--- config.mk ---
export PLATFORM = sky130hd
export DESIGN_NAME = gpr_arbiter
export DESIGN_NICKNAME = d
export VERILOG_FILES = /design/src/rtl/gpr_pkg.sv /design/src/rtl/gpr_arbiter_rr_arbiter.sv /design/src/rtl/gpr_arbiter.sv
export SDC_FILE = /design/constraint.sdc
export NUM_CORES = 1
export LEC_CHECK = 0
export CORE_MARGIN = 1.5
export CORE_UTILIZATION = 35
export DETAILED_ROUTE_END_ITERATION = 8
export PLACE_DENSITY = 0.68
export RECOVER_POWER = 100
export SKIP_CTS_REPAIR_TIMING = 1
export SYNTH_ARGS = -nofsm -noshare
export SYNTH_HDL_FRONTEND = slang
export SYNTH_SLANG_ARGS = --single-unit
--- constraint.sdc ---
create_clock -name clk -period 3.65 [get_ports clk]
set_input_delay 0.9125 -clock clk [delete_from_list [all_inputs] [get_ports clk]]
set_output_delay 0.9125 -clock clk [all_outputs]
set_load 0.03 [all_outputs]
--- src/rtl/gpr_pkg.sv ---
// gpr_pkg: shared widths, FSM states and request record for the GPR arbiter
package gpr_pkg;
   localparam int AW = 4;
   localparam int DW = 10;
   localparam int NREGS = 10;
   typedef enum logic [1:0] {IDLE, ACCESS, RESP} arb_state_t;
   typedef struct packed {
      logic we;
      logic [AW-1:0] addr;
      logic [DW-1:0] wdata;
   } gpr_req_t;
endpackage

--- src/rtl/gpr_arbiter_rr_arbiter.sv ---
// rr_arbiter: combinational rotating-priority pick starting at ptr
module rr_arbiter import gpr_pkg::*; #(
   parameter int NREQ = 3,
   parameter int IW = $clog2(NREQ)
) (
   input  logic [NREQ-1:0] req,
   input  logic [IW-1:0]   ptr,
   input  logic            en,
   output logic [NREQ-1:0] gnt,
   output logic [IW-1:0]   idx,
   output logic            found
);
   logic [IW-1:0] j;
   // scan from ptr upward with wrap; the first pending requester wins
   always_comb begin
      gnt = '0;
      idx = '0;
      found = 1'b0;
      j = '0;
      for (int k = 0; k < NREQ; k++) begin
         j = IW'((int'(ptr) + k) % NREQ);
         if (en && !found && req[j]) begin
            found = 1'b1;
            idx = j;
            gnt[j] = 1'b1;
         end
      end
   end
endmodule

--- src/rtl/gpr_arbiter.sv ---
// gpr_arbiter: round-robin access sequencer for the shared single-port register file
module gpr_arbiter import gpr_pkg::*; #(
   parameter int NREQ = 3
) (
   input  logic              clk,
   input  logic              rst,
   input  logic [NREQ-1:0]   req_valid,
   input  logic [NREQ-1:0]   req_we,
   input  logic [NREQ*AW-1:0] req_addr,
   input  logic [NREQ*DW-1:0] req_wdata,
   output logic [NREQ-1:0]   req_ready,
   output logic [NREQ-1:0]   rsp_valid,
   output logic [DW-1:0]     rsp_rdata,
   output logic              rsp_err,
   output logic [AW-1:0]     gpr_addr,
   output logic [DW-1:0]     gpr_indata,
   output logic              gpr_read,
   output logic              gpr_write,
   input  logic [DW-1:0]     gpr_outdata
);
   localparam int IW = (NREQ > 1) ? $clog2(NREQ) : 1;
   arb_state_t state;
   gpr_req_t hold;
   logic [IW-1:0] ptr, gidx, widx;
   logic found, legal, acc;
   rr_arbiter #(.NREQ(NREQ), .IW(IW)) u_rr (
      .req(req_valid),
      .ptr(ptr),
      .en(state == IDLE && !rst),
      .gnt(req_ready),
      .idx(widx),
      .found(found)
   );
   assign legal = hold.addr < AW'(NREGS);
   assign acc = state == ACCESS;
   assign gpr_addr = acc ? hold.addr : '0;
   assign gpr_write = acc && legal && hold.we;
   assign gpr_read = acc && legal && !hold.we;
   assign gpr_indata = gpr_write ? hold.wdata : '0;
   // accept -> access -> respond; rotate priority past each winner
   always_ff @(posedge clk or posedge rst) begin
      if (rst) begin
         state <= IDLE;
         ptr <= '0;
         gidx <= '0;
         hold <= '0;
         rsp_valid <= '0;
         rsp_rdata <= '0;
         rsp_err <= 1'b0;
      end else begin
         case (state)
            IDLE: if (found) begin
               hold <= '{we: req_we[widx], addr: req_addr[widx*AW +: AW], wdata: req_wdata[widx*DW +: DW]};
               gidx <= widx;
               ptr <= (widx == IW'(NREQ-1)) ? '0 : widx + 1'b1;
               state <= ACCESS;
            end
            ACCESS: begin
               rsp_rdata <= (legal && !hold.we) ? gpr_outdata : '0;
               rsp_err <= !legal;
               rsp_valid <= NREQ'(1) << gidx;
               state <= RESP;
            end
            RESP: begin
               rsp_valid <= '0;
               rsp_rdata <= '0;
               rsp_err <= 1'b0;
               state <= IDLE;
            end
            default: state <= IDLE;
         endcase
      end
   end
endmodule

Word-level counts from Yosys, hierarchy flattened:

Cells that the tools add are included.

* flip-flop bits (word level): 35
* input bits: 60
* output and inout bits: 33
* word-level logic and storage cells: 86

* $add $sub $neg: 3
* multipliers: 1
* div/mod/pow operators: 3
* $lt $le $gt $ge: 8
* eq/ne operators: 4
* shift operators: 3
* multiplexer cells: 32
* bitwise logic cells: 2
* reductions and logical operators: 21

Operators with widths (number)
* remainder unit 32 x 3 -> 32 bit, second input constant: 2
* remainder unit 3 x 3 -> 32 bit, second input constant: 1
* indexed part select 30 x 7 -> 10 bit: 1
* two-way mux 10 bit: 2
* one-hot mux 10 bit (2 select lines): 1
* logical AND 1 bit: 13
* < comparator 2 x 3 -> 1 bit, second input constant: 4
* indexed part select 12 x 5 -> 4 bit: 1
* two-way mux 1 bit: 10
* two-way mux 2 bit: 5
* two-way mux 3 bit: 3
* binary-select mux 1 bit (select 2 bit): 4
* demux 1 bit (select 2 bit): 3
* greater-or-equal comparator 2 x 1 -> 1 bit, second input constant: 3
* bitwise OR 3 bit: 2
* one-hot mux 3 bit (2 select lines): 1
* zero test 1 bit: 5
* multiplier 2 x 3 -> 5 bit, second input constant: 1
* equality test 2 bit, second input constant: 2
* < comparator 4 bit, second input constant: 1
* two-way mux 4 bit: 1
* one-hot mux 2 bit (2 select lines): 1
* adder 2 x 1 -> 3 bit, second input constant: 1
* adder 2 x 2 -> 3 bit, second input constant: 1
* 8 further kinds: 8

Longest topological paths before layout:

Gate-level depths: netlist of the first run.

* depth after elaboration: 15
* mapped depth: 11
* mapped depth without buffers: 8

By module:

From an unflattened synthesis of the first run, not the netlist that was laid out.

* cell total of the unflattened synthesis: 229
* area, all modules: 2120.8 sq um

By module, submodules not included
* gpr_arbiter: instances 1, cells each 188, area an instance 1831.8 sq um, seq. area each 875.8 sq um
* rr_arbiter: instances 1, cells each 41, area an instance 289.0 sq um, seq. area each 0.0 sq um

Least setup slack after synthesis of the first run:

OpenSTA, ideal clock, no wires.

* path type: in2out
* start point: input port rst
* end point: output port req_ready[0]
* arrival time: 2.857 ns
* required time: 2.738 ns
* slack: -0.120 ns
* cell stages on the path: 3
* buffers on the path: 0
* cell sequence: inv_1 > nand2_1 > nor3_1

* longest elaborated chain between the ends: 12
* elaborated cells on any way between the ends: 16
* those cells by class: mux: 5; bitwise: 2; reduce/logical: 9

RTL lines
* start, declared: line gpr_arbiter.sv:6 `input logic rst,`
* zero test 1 bit (no line) *
* logical AND 1 bit *: line gpr_arbiter.sv:29 `.en(state == IDLE && !rst),`
* logical AND 1 bit: line gpr_arbiter_rr_arbiter.sv:22 `if (en && !found && req[j]) begin`
* two-way mux 1 bit: line gpr_arbiter_rr_arbiter.sv:22
* zero test 1 bit: line gpr_arbiter_rr_arbiter.sv:22
* logical AND 1 bit (2 in a row): line gpr_arbiter_rr_arbiter.sv:22
* two-way mux 1 bit: line gpr_arbiter_rr_arbiter.sv:22
* zero test 1 bit: line gpr_arbiter_rr_arbiter.sv:22
* logical AND 1 bit (2 in a row): line gpr_arbiter_rr_arbiter.sv:22
* two-way mux 3 bit *: line gpr_arbiter_rr_arbiter.sv:22
* end, declared: line gpr_arbiter.sv:11 `output logic [NREQ-1:0] req_ready,`

Every way passes the cells marked *; elsewhere a longest branch is shown, timed or not.

Final worst setup path of the first run:

* start point: input port req_valid[0]
* end point: output port req_ready[1]

* longest elaborated chain between the ends: 12
* elaborated cells on any way between the ends: 20
* those cells by class: mux: 11; bitwise: 2; reduce/logical: 7

RTL lines
* start, declared: line gpr_arbiter.sv:7 `input logic [NREQ-1:0] req_valid,`
* binary-select mux 1 bit (select 2 bit): line gpr_arbiter_rr_arbiter.sv:22
* two-way mux 1 bit (not written as such): line gpr_arbiter_rr_arbiter.sv:22
* logical AND 1 bit: line gpr_arbiter_rr_arbiter.sv:22
* two-way mux 1 bit: line gpr_arbiter_rr_arbiter.sv:22
* zero test 1 bit: line gpr_arbiter_rr_arbiter.sv:22
* logical AND 1 bit (2 in a row): line gpr_arbiter_rr_arbiter.sv:22
* two-way mux 1 bit: line gpr_arbiter_rr_arbiter.sv:22
* zero test 1 bit: line gpr_arbiter_rr_arbiter.sv:22
* logical AND 1 bit (2 in a row): line gpr_arbiter_rr_arbiter.sv:22
* two-way mux 3 bit *: line gpr_arbiter_rr_arbiter.sv:22

Every way passes the cells marked *; elsewhere a longest branch is shown, timed or not. The select of a mux whose other input is x is not followed.

==> results of run 1 <==
-- layer usage --
layer | track usage [%] | vias to the layer above | routed length [um]
li1 | - | 954 | -
met1 | 21.1 | 876 | 2280
met2 | 27.9 | 64 | 2470
met3 | 4.00 | 7 | 331
met4 | 5.17 | 0 | 59
met5 | 0 | - | 0
-- logic make-up after synthesis --
logic type | share of synthesized area [%]
AO/OA/AOI/OAI | 17.3
adder cells (fa/ha/maj) | 5.21
buffers and inverters | 8.11
flip-flops | 40.6
multiplexers | 10.9
AND/OR/NAND/NOR | 17.9
-- state kept, by name, indices dropped and copies added (netlist names) --
| signal | flops |
|---|---|
| gidx | 2 |
| hold | 15 |
| ptr | 2 |
| rsp_err | 1 |
| rsp_rdata | 10 |
| rsp_valid | 3 |
| state | 2 |
-- worst paths after layout --
path	startpoint	to	slack [ns]	depth (start not counted)
max	req_valid[0]	req_ready[1]	0.28	6
min	hold[10]$_DFFE_PP0P_	hold[10]$_DFFE_PP0P_	0.48	2
max reg2reg	ptr[0]$_DFFE_PP0P_	state[1]$_DFFE_PP0P_	0.71	10
min reg2reg	hold[10]$_DFFE_PP0P_	hold[10]$_DFFE_PP0P_	0.48	2
max in group asynchronous	rst	state[0]$_DFFE_PP0P_	0.78	3
min in group asynchronous	rst	rsp_rdata[9]$_DFFE_PP0P_	1.81	3
-- final cells by class --
type / count / area (um2) / share of cell area (%)
multi-input cells: 151 / 1110 / 34.5
repair buffers: 99 / 951 / 29.5
flip-flops and latches: 35 / 876 / 27.2
well taps: 75 / 93.8 / 2.91
inverters: 20 / 78.8 / 2.45
clock buffers: 5 / 68.8 / 2.14
clock inverters: 3 / 43.8 / 1.36
-- worst min-delay path: stages (launching register included) --
cell and delay (ns):
dfrtp_1 0.34, nand2_1 0.04, o21ai_0 0.06
-- stage by stage --
step	utilization, %	worst slack, ns	cells
after floorplan	-	0.366	220
after global placement	52.6	0.107	380
after detailed placement	52.6	0.0625	380
after CTS	54.5	0.0545	388
after global routing	54.1	0.112	388
final	54.1	0.276	388
-- power breakdown --
part	switching (mW)	leakage (nW)	internal, mW
combinational	0.754	0.915	0.572
sequential	0.0999	0.442	0.558
clock	0.139	0.0581	0.203
-- cells in the mapped netlist --
library cell	count	area (um2)
a21oi_1	6	30.0
inv_1	20	75.1
nand2b_1	1	6.26
o2bb2ai_1	1	8.76
buf_2	2	10.0
a211oi_4	1	20.0
a21o_1	4	30.0
a221o_1	13	130
o32ai_1	2	17.5
nor4_1	1	6.26
o21ai_1	2	10.0
nand4b_1	1	8.76
o22ai_1	1	6.26
o31ai_1	2	15.0
and2_1	14	87.6
nand3_1	1	5.00
buf_4	2	15.0
nor2_1	8	30.0
and3b_1	1	8.76
clkbuf_1	5	18.8
o22a_1	1	8.76
nor2b_1	4	25.0
and2b_1	1	7.51
dfrtp_1	35	876
nand2_1	21	78.8
a21oi_2	1	8.76
o21ai_2	1	8.76
and3_1	2	12.5
mux2_2	5	56.3
o21ai_0	11	55.1
buf_6	5	56.3
nor3_1	8	40.0
a211oi_1	2	15.0
a221oi_1	1	8.76
mux2i_1	18	180
ha_1	9	113
nor3_2	7	70.1
==> summary.md, run 1 <==
| Metric | Value |
|---|---|
| Port Buf Inserts | 92 |
| Leak | around 1.4 nW |
| Worst-path cell chain | clkdlybuf4s50_1 -> nor2b_1 -> nor4_1 -> a21oi_1 -> a21oi_1 -> clkbuf_2 |
| Worst EP arrival | roughly 2.5 ns |
| CTS max path bufs | 2 |
| Yosys warning total | 0 |
| Io pins | slightly above 90 |
| Most frequent cells in the layout | clkdlybuf4s50_1 (58), dfrtp_1 (35), dlygate4sd3_1 (31) |
| Crit path kind | in -> out |
| CP Launch Type | input port |
| RSZ-0062 raised after global routing | no |
| Largest net degree at the start of global routing | 37 |
| DP HPWL | 3900 um |
| Mapped cell area | ~2200 um2 |
| Vias | roughly 1,900 |
| Final #Nets | approximately 380 |
| Initial antenna violation count | 0 |
| Hold Fails Final Rpt | 0 |
| CTS tree | yes |
| Share of layout cells above drive strength 1 | 9.90% |
| Peak VDD IR | between 0.0002 and 0.0003 V |
| Initial DRC count | 45 |
| Fin Clk Skew | 0.00539 ns |
| Core Rows | 28 |
| Post-synthesis sequential area ratio | between 40% and 50% |
| Final wirelength | about 5100 um |
| Clock sink total | 35 |
| Ant. Diodes | 0 |
| Largest delay share family, worst path | buffers and inverters |
| Commonest non-fill, non-tap cell in the layout | clkdlybuf4s50_1 |
| Setup violators final | 0 |
| Power Dens Cells | approximately 720 nW/um2 |
| Max Fclk | 296 MHz |
| Setup TNS | 0 ns |
| Synth Area per Inst | just under 10 um2 |
| Distinct cells, synth | 37 |
| Max FO, Critical Path | 6 |
| Outcome | complete, but fails checks |
| Crit path largest cell delay | 0.50 ns |
| Seq cells post-synth | 35 |
| Max-slew violations | 36 |
| Grt total ovfl | 0 |
| GPL Wtd Cong | roughly 0.8 |
| Skew-Pair Late Insertion Delay | ~0.28 ns |
| Slowest cell on crit path | clkdlybuf4s50_1 |
| Clk Tree Root Cell | clkbuf_8 |
| Critical Path RT | 2.74 ns |
| Total power | ~2.3 mW |
| Layout fillers | 560 |
| Max-Slew Margin vs Limit | -22.9% |
| Post-synth net total | roughly 290 |
| Antenna-violating nets left | 0 |
| Max_cap viols | 1 |
| Die H | a little over 80 um |
| Residual DRC | 0 |
| Detailed Routing Iterations Pass 1 | 4 |
| Failing checks | capacitance limit, slew limit |
| Hold WS | 0.479 ns |
| Core ar. | ~6000 um2 |
| Placed Area | between 3000 and 4000 um2 |
| Via/cell ratio | 4.90 |
| Drt wl/cell | 13.2 um |
| Clock period minus worst slack | 3.37 ns |
| Synthesis-to-finish area growth | 49.2% |
| Tightest Pin Transition | ~1.8 ns |
| Vias in the first global route | approximately 1,900 |
| Crit path top cell by count | a21oi_1 |
| Die width | ~82 um |
| Reg clk slew, reported paths | around 0.07 ns |
| Design Area, Final | 3220 um2 |
| CP endpoint kind | output port |
| H-tree level count | 2 |
| HP Class | reg -> reg |
| Mapped Cells | 220 |
| Num CTS Buffers | 5 |
| CP Buf/Inv Count | 2 |
| GR Util All Layers | between 15 and 20% |
| Period utilisation layout | approximately 92% |
| Die ar. | 6650 um2 |
| Effective utilization at floorplan | between 30% and 40% |
| Global-route wire length before repair | 8530 um |
(Power assumes the default switching activity.)
==> inputs of run 2 (changes only) <==
- CAP_MARGIN: unset -> 10
- PLACE_DENSITY: 0.68 -> 0.65
- SKIP_LAST_GASP: unset -> 1
==> run 2 against run 1 <==
Net effect:
- via count rose by 1.5%
- largest cell class unchanged
- critical path depth rose by 2
- cell count fell by 0.26%
- the run still ends with capacitance limit, slew limit left
- fmax fell by 1.6%
- routed wire length rose by 4.5%
==> summary.md, run 2 (synthesized netlist as in run 1, its figures left out) <==
| Metric | Value |
|---|---|
| Clk pwr share | between 10% and 20% |
| Max-slew violations | 36 |
| Grt total ovfl | 0 |
| Synthesis-to-finish area growth | 46.3% |
| Reg power frac | approximately 29% |
| Worst-path cell chain | clkdlybuf4s50_1 -> mux2i_1 -> o2bb2ai_1 -> buf_4 -> nor2_1 -> a221oi_1 -> nor3_1 -> clkbuf_2 |
| Power Dens Cells | between 700 and 800 nW/um2 |
| Slowest cell on crit path | clkdlybuf4s50_1 |
| Die ar. | around 6700 um2 |
| Setup TNS | 0 ns |
| Period utilisation layout | a little over nine tenths |
| Leak | 1.39 nW |
| Met1 Usage GRT | roughly a fifth |
| Peak VDD IR | around 0.00030 V |
| Max FO, Critical Path | 6 |
| Max-Slew Margin vs Limit | -29.5% |
| Max Fclk | between 200 and 300 MHz |
| Max_cap viols | 1 |
| HP Class | reg -> reg |
| Skew-Pair Late Insertion Delay | roughly 0.29 ns |
| Vias | slightly below 2,000 |
| Crit path largest cell delay | roughly 0.57 ns |
| Worst EP arrival | 2.52 ns |
| Num CTS Buffers | 5 |
| Core ar. | slightly below 6000 um2 |
| RSZ-0062 raised after global routing | no |
| Clock sink total | 35 |
| Initial antenna violation count | 0 |
| CTS tree | yes |
| Register with the most flip-flops | hold |
| Final #Nets | 380 |
| Ant. Diodes | 0 |
| Met2 usage | 27.3% |
| Die width | between 80 and 90 um |
| GR Util All Layers | 16.4% |
| Layout fillers | about 570 |
| Switching share of total power | between 40% and 50% |
| Drt wl/cell | roughly 14 um |
| Detailed Routing Iterations Pass 1 | 4 |
| Largest regs | hold: 15 flops, rsp_rdata: 10 flops, rsp_valid: 3 flops |
| Initial DRC count | slightly above 80 |
| Critical Path RT | roughly 2.7 ns |
| Fin Clk Skew | about 0.0016 ns |
| Residual DRC | 0 |
| CP endpoint kind | output port |
| H-tree level count | 2 |
| GRT busiest layer | met2 |
| Met3 Use GR | under 10% |
| Switching Power | 1.00 mW |
| DP HPWL | a little under 4000 um |
| Tightest Pin Transition | a little under 2 ns |
| Final wirelength | 5370 um |
| Die H | around 82 um |
| Io pins | 93 |
| Comb power frac | 58.4% |
| Setup violators final | 0 |
| Clock period minus worst slack | approximately 3.4 ns |
| Reg clk slew, reported paths | 0.07 ns |
| Cell count after placement | 379 |
| Effective utilization at floorplan | 36.3% |
| GPL Wtd Cong | 0.868 |
| CTS max path bufs | 2 |
| Failing checks | capacitance limit, slew limit |
| Share of layout cells above drive strength 1 | under 10% |
| Port Buf Inserts | a little over 90 |
| Via/cell ratio | about 5 |
| Non-Filler Instances | approximately 390 |
| Most frequent cells in the layout | clkdlybuf4s50_1 (58), dfrtp_1 (35), dlygate4sd3_1 (31) |
| Pint | approximately 1.3 mW |
| Vias in the first global route | roughly 1,800 |
| Clk Tree Root Cell | clkbuf_8 |
| Antenna-violating nets left | 0 |
| Max reg flops | 15 |
| Hold Fails Final Rpt | 0 |
| Largest net degree at the start of global routing | 37 |
| Commonest non-fill, non-tap cell in the layout | clkdlybuf4s50_1 |
| Global-route wire length before repair | 8330 um |
| Core Rows | 28 |
| CP Launch Type | input port |
| Outcome | complete, but fails checks |
| Crit path kind | in -> out |
## run 2: changes by cell type in the layout (fill, tap and decap cells not counted), sizes merged
cell | previous run | this run
clkbuf | 10 | 11
bufinv | 1 | 0
clkinvlp | 1 | 3
buf | 5 | 3
clkinv | 2 | 1
## run 2: critical path: cells and delay by family
family,cells,cell delay [ns]
buf+inv,3,0.92
mux,1,0.10
compound gates,2,0.47
simple gates,2,0.12
## run 2: path summary, 6_finish.rpt
path / startpoint / end / slack, ns / cells past startpoint
worst max-delay path: req_valid[0] / req_ready[0] / 0.22 / 8
worst min-delay path: hold[10]$_DFFE_PP0P_ / hold[10]$_DFFE_PP0P_ / 0.49 / 2
max in group asynchronous: rst / hold[5]$_DFFE_PP0P_ / 0.70 / 3
worst min register to register: hold[10]$_DFFE_PP0P_ / hold[10]$_DFFE_PP0P_ / 0.49 / 2
min in group asynchronous: rst / rsp_rdata[8]$_DFFE_PP0P_ / 1.83 / 3
worst max register to register: ptr[0]$_DFFE_PP0P_ / hold[0]$_DFFE_PP0P_ / 0.74 / 10
## run 2: metrics by stage
step	total power, mW	instance area [um2]	setup WS [ns]	hold WS [ns]	util [%]
4_1_cts	2.34	3210	0.0568	0.499	54.0
2_1_floorplan	1.63	2160	0.366	0.447	-
5_1_grt	2.44	3160	0.0926	0.521	53.0
3_3_place_gp	2.03	3130	0.0898	0.477	52.5
6_report	2.26	3160	0.219	0.493	53.0
3_5_place_dp	2.06	3130	0.0568	0.481	52.5
## run 2: area by class of cell
class	instances	area (um2)	share of cell area (%)
clock buffers	5	68.8	2.18
clock inverters	3	20.0	0.634
inverters	20	78.8	2.50
flip-flops and latches	35	876	27.7
multi-input cells	151	1080	34.2
well taps	75	93.8	2.97
repair buffers	98	941	29.8
## run 2: per-layer routing
| layer | vias to the layer above | wire length [um] |
|---|---|---|
| li1 | 951 | - |
| met1 | 889 | 2280 |
| met2 | 82 | 2510 |
| met3 | 7 | 510 |
| met4 | 0 | 68 |
| met5 | - | 0 |
## run 2: power by group through the flow
| stage | Sequential, mW | Clock (mW) | Combinational [mW] |
|---|---|---|---|
| CTS | 0.660 | 0.291 | 1.39 |
| global placement | 0.661 | 0 | 1.37 |
| finish | 0.656 | 0.284 | 1.32 |
| detailed placement | 0.667 | 0 | 1.39 |
| floorplan | 0.742 | 0 | 0.891 |
| global route | 0.678 | 0.310 | 1.45 |
==> inputs of run 3 (changes only) <==
- ABC_CLOCK_PERIOD_IN_PS: unset -> 3500
- REMOVE_ABC_BUFFERS: unset -> 1
- clock period: 3.65 -> 3.5 ns (I/O delays scaled with it)
==> run 3 against run 2 <==
Net effect:
- the run still ends with capacitance limit, slew limit left
- first-iteration DRC count rose by 21%
- routed wire length rose by 0.37%
- register-to-register slack got worse by 0.11 ns
- clock power barely moved
- utilization fell by 0.34 points
- combinational power rose by 4%
- non-clock buffer count fell by 1
- sequential power rose by 3.8%
- sequential share of layout area rose by 0.18 points
- count of clock-buffer cells in the layout rose by 1
- global-route usage rose by 0.55 points
- total power rose by 3.5%
- largest cell class unchanged
==> summary.md, run 3 (synthesized netlist as in run 1, its figures left out) <==
| Metric | Value |
|---|---|
| Worst R2R Setup Slack | ~0.63 ns |
| Max reg flops | 15 |
| Drt wl/cell | ~14 um |
| Pint | ~1.3 mW |
| HP Class | reg -> reg |
| Residual DRC | 0 |
| Clock sink total | 35 |
| Start point of the worst hold path | hold[10]$_DFFE_PP0P_ |
| Pre-CTS setup slack | between 0.15 and 0.2 ns |
| Period utilisation layout | 96.0% |
| Grt total ovfl | 0 |
| Hold Fails Final Rpt | 0 |
| Register with the most flip-flops | hold |
| Commonest non-fill, non-tap cell in the layout | clkdlybuf4s50_1 |
| Hold depth | 2 |
| Leak | 1.35 nW |
| Crit. Startpoint | req_valid[0] |
| Share of layout cells above drive strength 1 | about 6.8% |
| Reg-to-reg startpoint | ptr[0]$_DFFE_PP0P_ |
| Port Buf Inserts | 92 |
| Global-route wire length before repair | around 8700 um |
| Max-slew violations | 36 |
| Largest net degree at the start of global routing | 36 |
| Effective utilization at floorplan | a little over a third |
| Die ar. | between 6000 and 7000 um2 |
| Setup violators final | 0 |
| Antenna-violating nets left | 0 |
| Reg power frac | 29.2% |
| Detailed Routing Iterations Pass 1 | 4 |
| Peak VDD IR | roughly 0.00034 V |
| Die H | around 82 um |
| Vias in the first global route | 1,880 |
| Cells on worst reg2reg path | 9 |
| Largest regs | hold: 15 flops, rsp_rdata: 10 flops, rsp_valid: 3 flops |
| GR Util All Layers | around 17% |
| Io pins | a little over 90 |
| Comb power frac | around 59% |
| Num CTS Buffers | 5 |
| R2R Path End | hold[6]$_DFFE_PP0P_ |
| Total power | 2.34 mW |
| Most frequent cells in the layout | clkdlybuf4s50_1 (68), dfrtp_1 (35), nand2_1 (21), dlygate4sd3_1 (21), inv_1 (20) |
| Core Rows | 28 |
| CTS max path bufs | 2 |
| Max_cap viols | 1 |
| CTS tree | yes |
| Die width | around 82 um |
| Switching Power | slightly above 1 mW |
| Max-Slew Margin vs Limit | -23.6% |
| Hold WS | roughly 0.48 ns |
| Via/cell ratio | roughly 4.9 |
| Fin worst setup slack | ~0.14 ns |
| Outcome | complete, but fails checks |
| Ant. Diodes | 0 |
| Failing checks | capacitance limit, slew limit |
| Core ar. | a little under 6000 um2 |
| Tightest Pin Transition | roughly 1.9 ns |
| Switching share of total power | 44.2% |
| H-tree level count | 2 |
| DP HPWL | slightly below 4000 um |
| Clk pwr share | about an eighth |
| Initial antenna violation count | 0 |
| Max FO, Critical Path | 6 |
| Clk Tree Root Cell | clkbuf_8 |
| Final #Nets | roughly 380 |
| WHS Endpoint | hold[10]$_DFFE_PP0P_ |
| GPL Wtd Cong | approximately 0.81 |
| Final wirelength | around 5400 um |
| Skew-Pair Late Insertion Delay | around 0.28 ns |
| Reg clk slew, reported paths | 0.07 ns |
| Initial DRC count | 99 |
| Clock period minus worst slack | between 3 and 4 ns |
| CP endpoint kind | output port |
| Power Dens Cells | about 740 nW/um2 |
| Worst EP arrival | between 2 and 2.5 ns |
| Critical Path RT | 2.62 ns |
| Synthesis-to-finish area growth | 45.4% |
| Fin Clk Skew | a little over 0.005 ns |
| RSZ-0062 raised after global routing | no |
| Vias | between 1,500 and 2,000 |
| CP Launch Type | input port |
| Crit path kind | in -> out |
| Max Fclk | 298 MHz |
## run 3: layer usage
| layer | GRT usage [%] | up-vias | share of wire, % | wire length [um] |
|---|---|---|---|---|
| met5 | 0 | - | 0 | 0 |
| met4 | 5.34 | 0 | 1.1 | 57 |
| met3 | 5.00 | 7 | 7.7 | 415 |
| met2 | 28.6 | 71 | 48 | 2560 |
| met1 | 20.7 | 876 | 44 | 2360 |
| li1 | - | 953 | - | - |
## run 3: final cells by class
class / instances / area (um2)
Sequential cell: 35 / 876
Tap cell: 75 / 93.8
Clock buffer: 6 / 72.6
Clock inverter: 2 / 12.5
Timing Repair Buffer: 97 / 936
Inverter: 20 / 75.1
Multi-Input combinational cell: 151 / 1070
Fill cell: 577 / 2820
## run 3: critical path, stage by stage
cell             delay, ns
clkdlybuf4s50_1       0.57
mux2i_1               0.11
o2bb2ai_1             0.35
nor2_1                0.07
a221oi_1              0.25
nor3_1                0.07
buf_4                 0.18
## run 3: worst max path at each step
| stage | depth (start not counted) | end |
|---|---|---|
| 2_1_floorplan | 3 | req_ready[0] |
| 3_3_place_gp | 7 | req_ready[0] |
| 3_5_place_dp | 7 | req_ready[0] |
| 4_1_cts | 5 | gpr_indata[2] |
| 5_1_grt | 7 | req_ready[0] |
| 6_report | 7 | req_ready[0] |
## run 3: per-stage QoR
step / cell area (um2) / TNS [ns] / util (%) / instances
floorplan: 2060 / -0.869 / - / 206
global placement: 3100 / 0 / 52.1 / 378
detailed placement: 3100 / 0 / 52.1 / 378
CTS: 3190 / 0 / 53.6 / 386
global route: 3140 / 0 / 52.7 / 386
finish: 3140 / 0 / 52.7 / 386
## run 3: power by group through the flow
stage          clock, mW  sequential [mW]  combinational, mW
2_1_floorplan          0            0.774              0.853
6_report           0.286            0.681               1.37
4_1_cts            0.294            0.684               1.44
3_3_place_gp           0            0.685               1.41
5_1_grt            0.314            0.706               1.51
3_5_place_dp           0            0.689               1.43
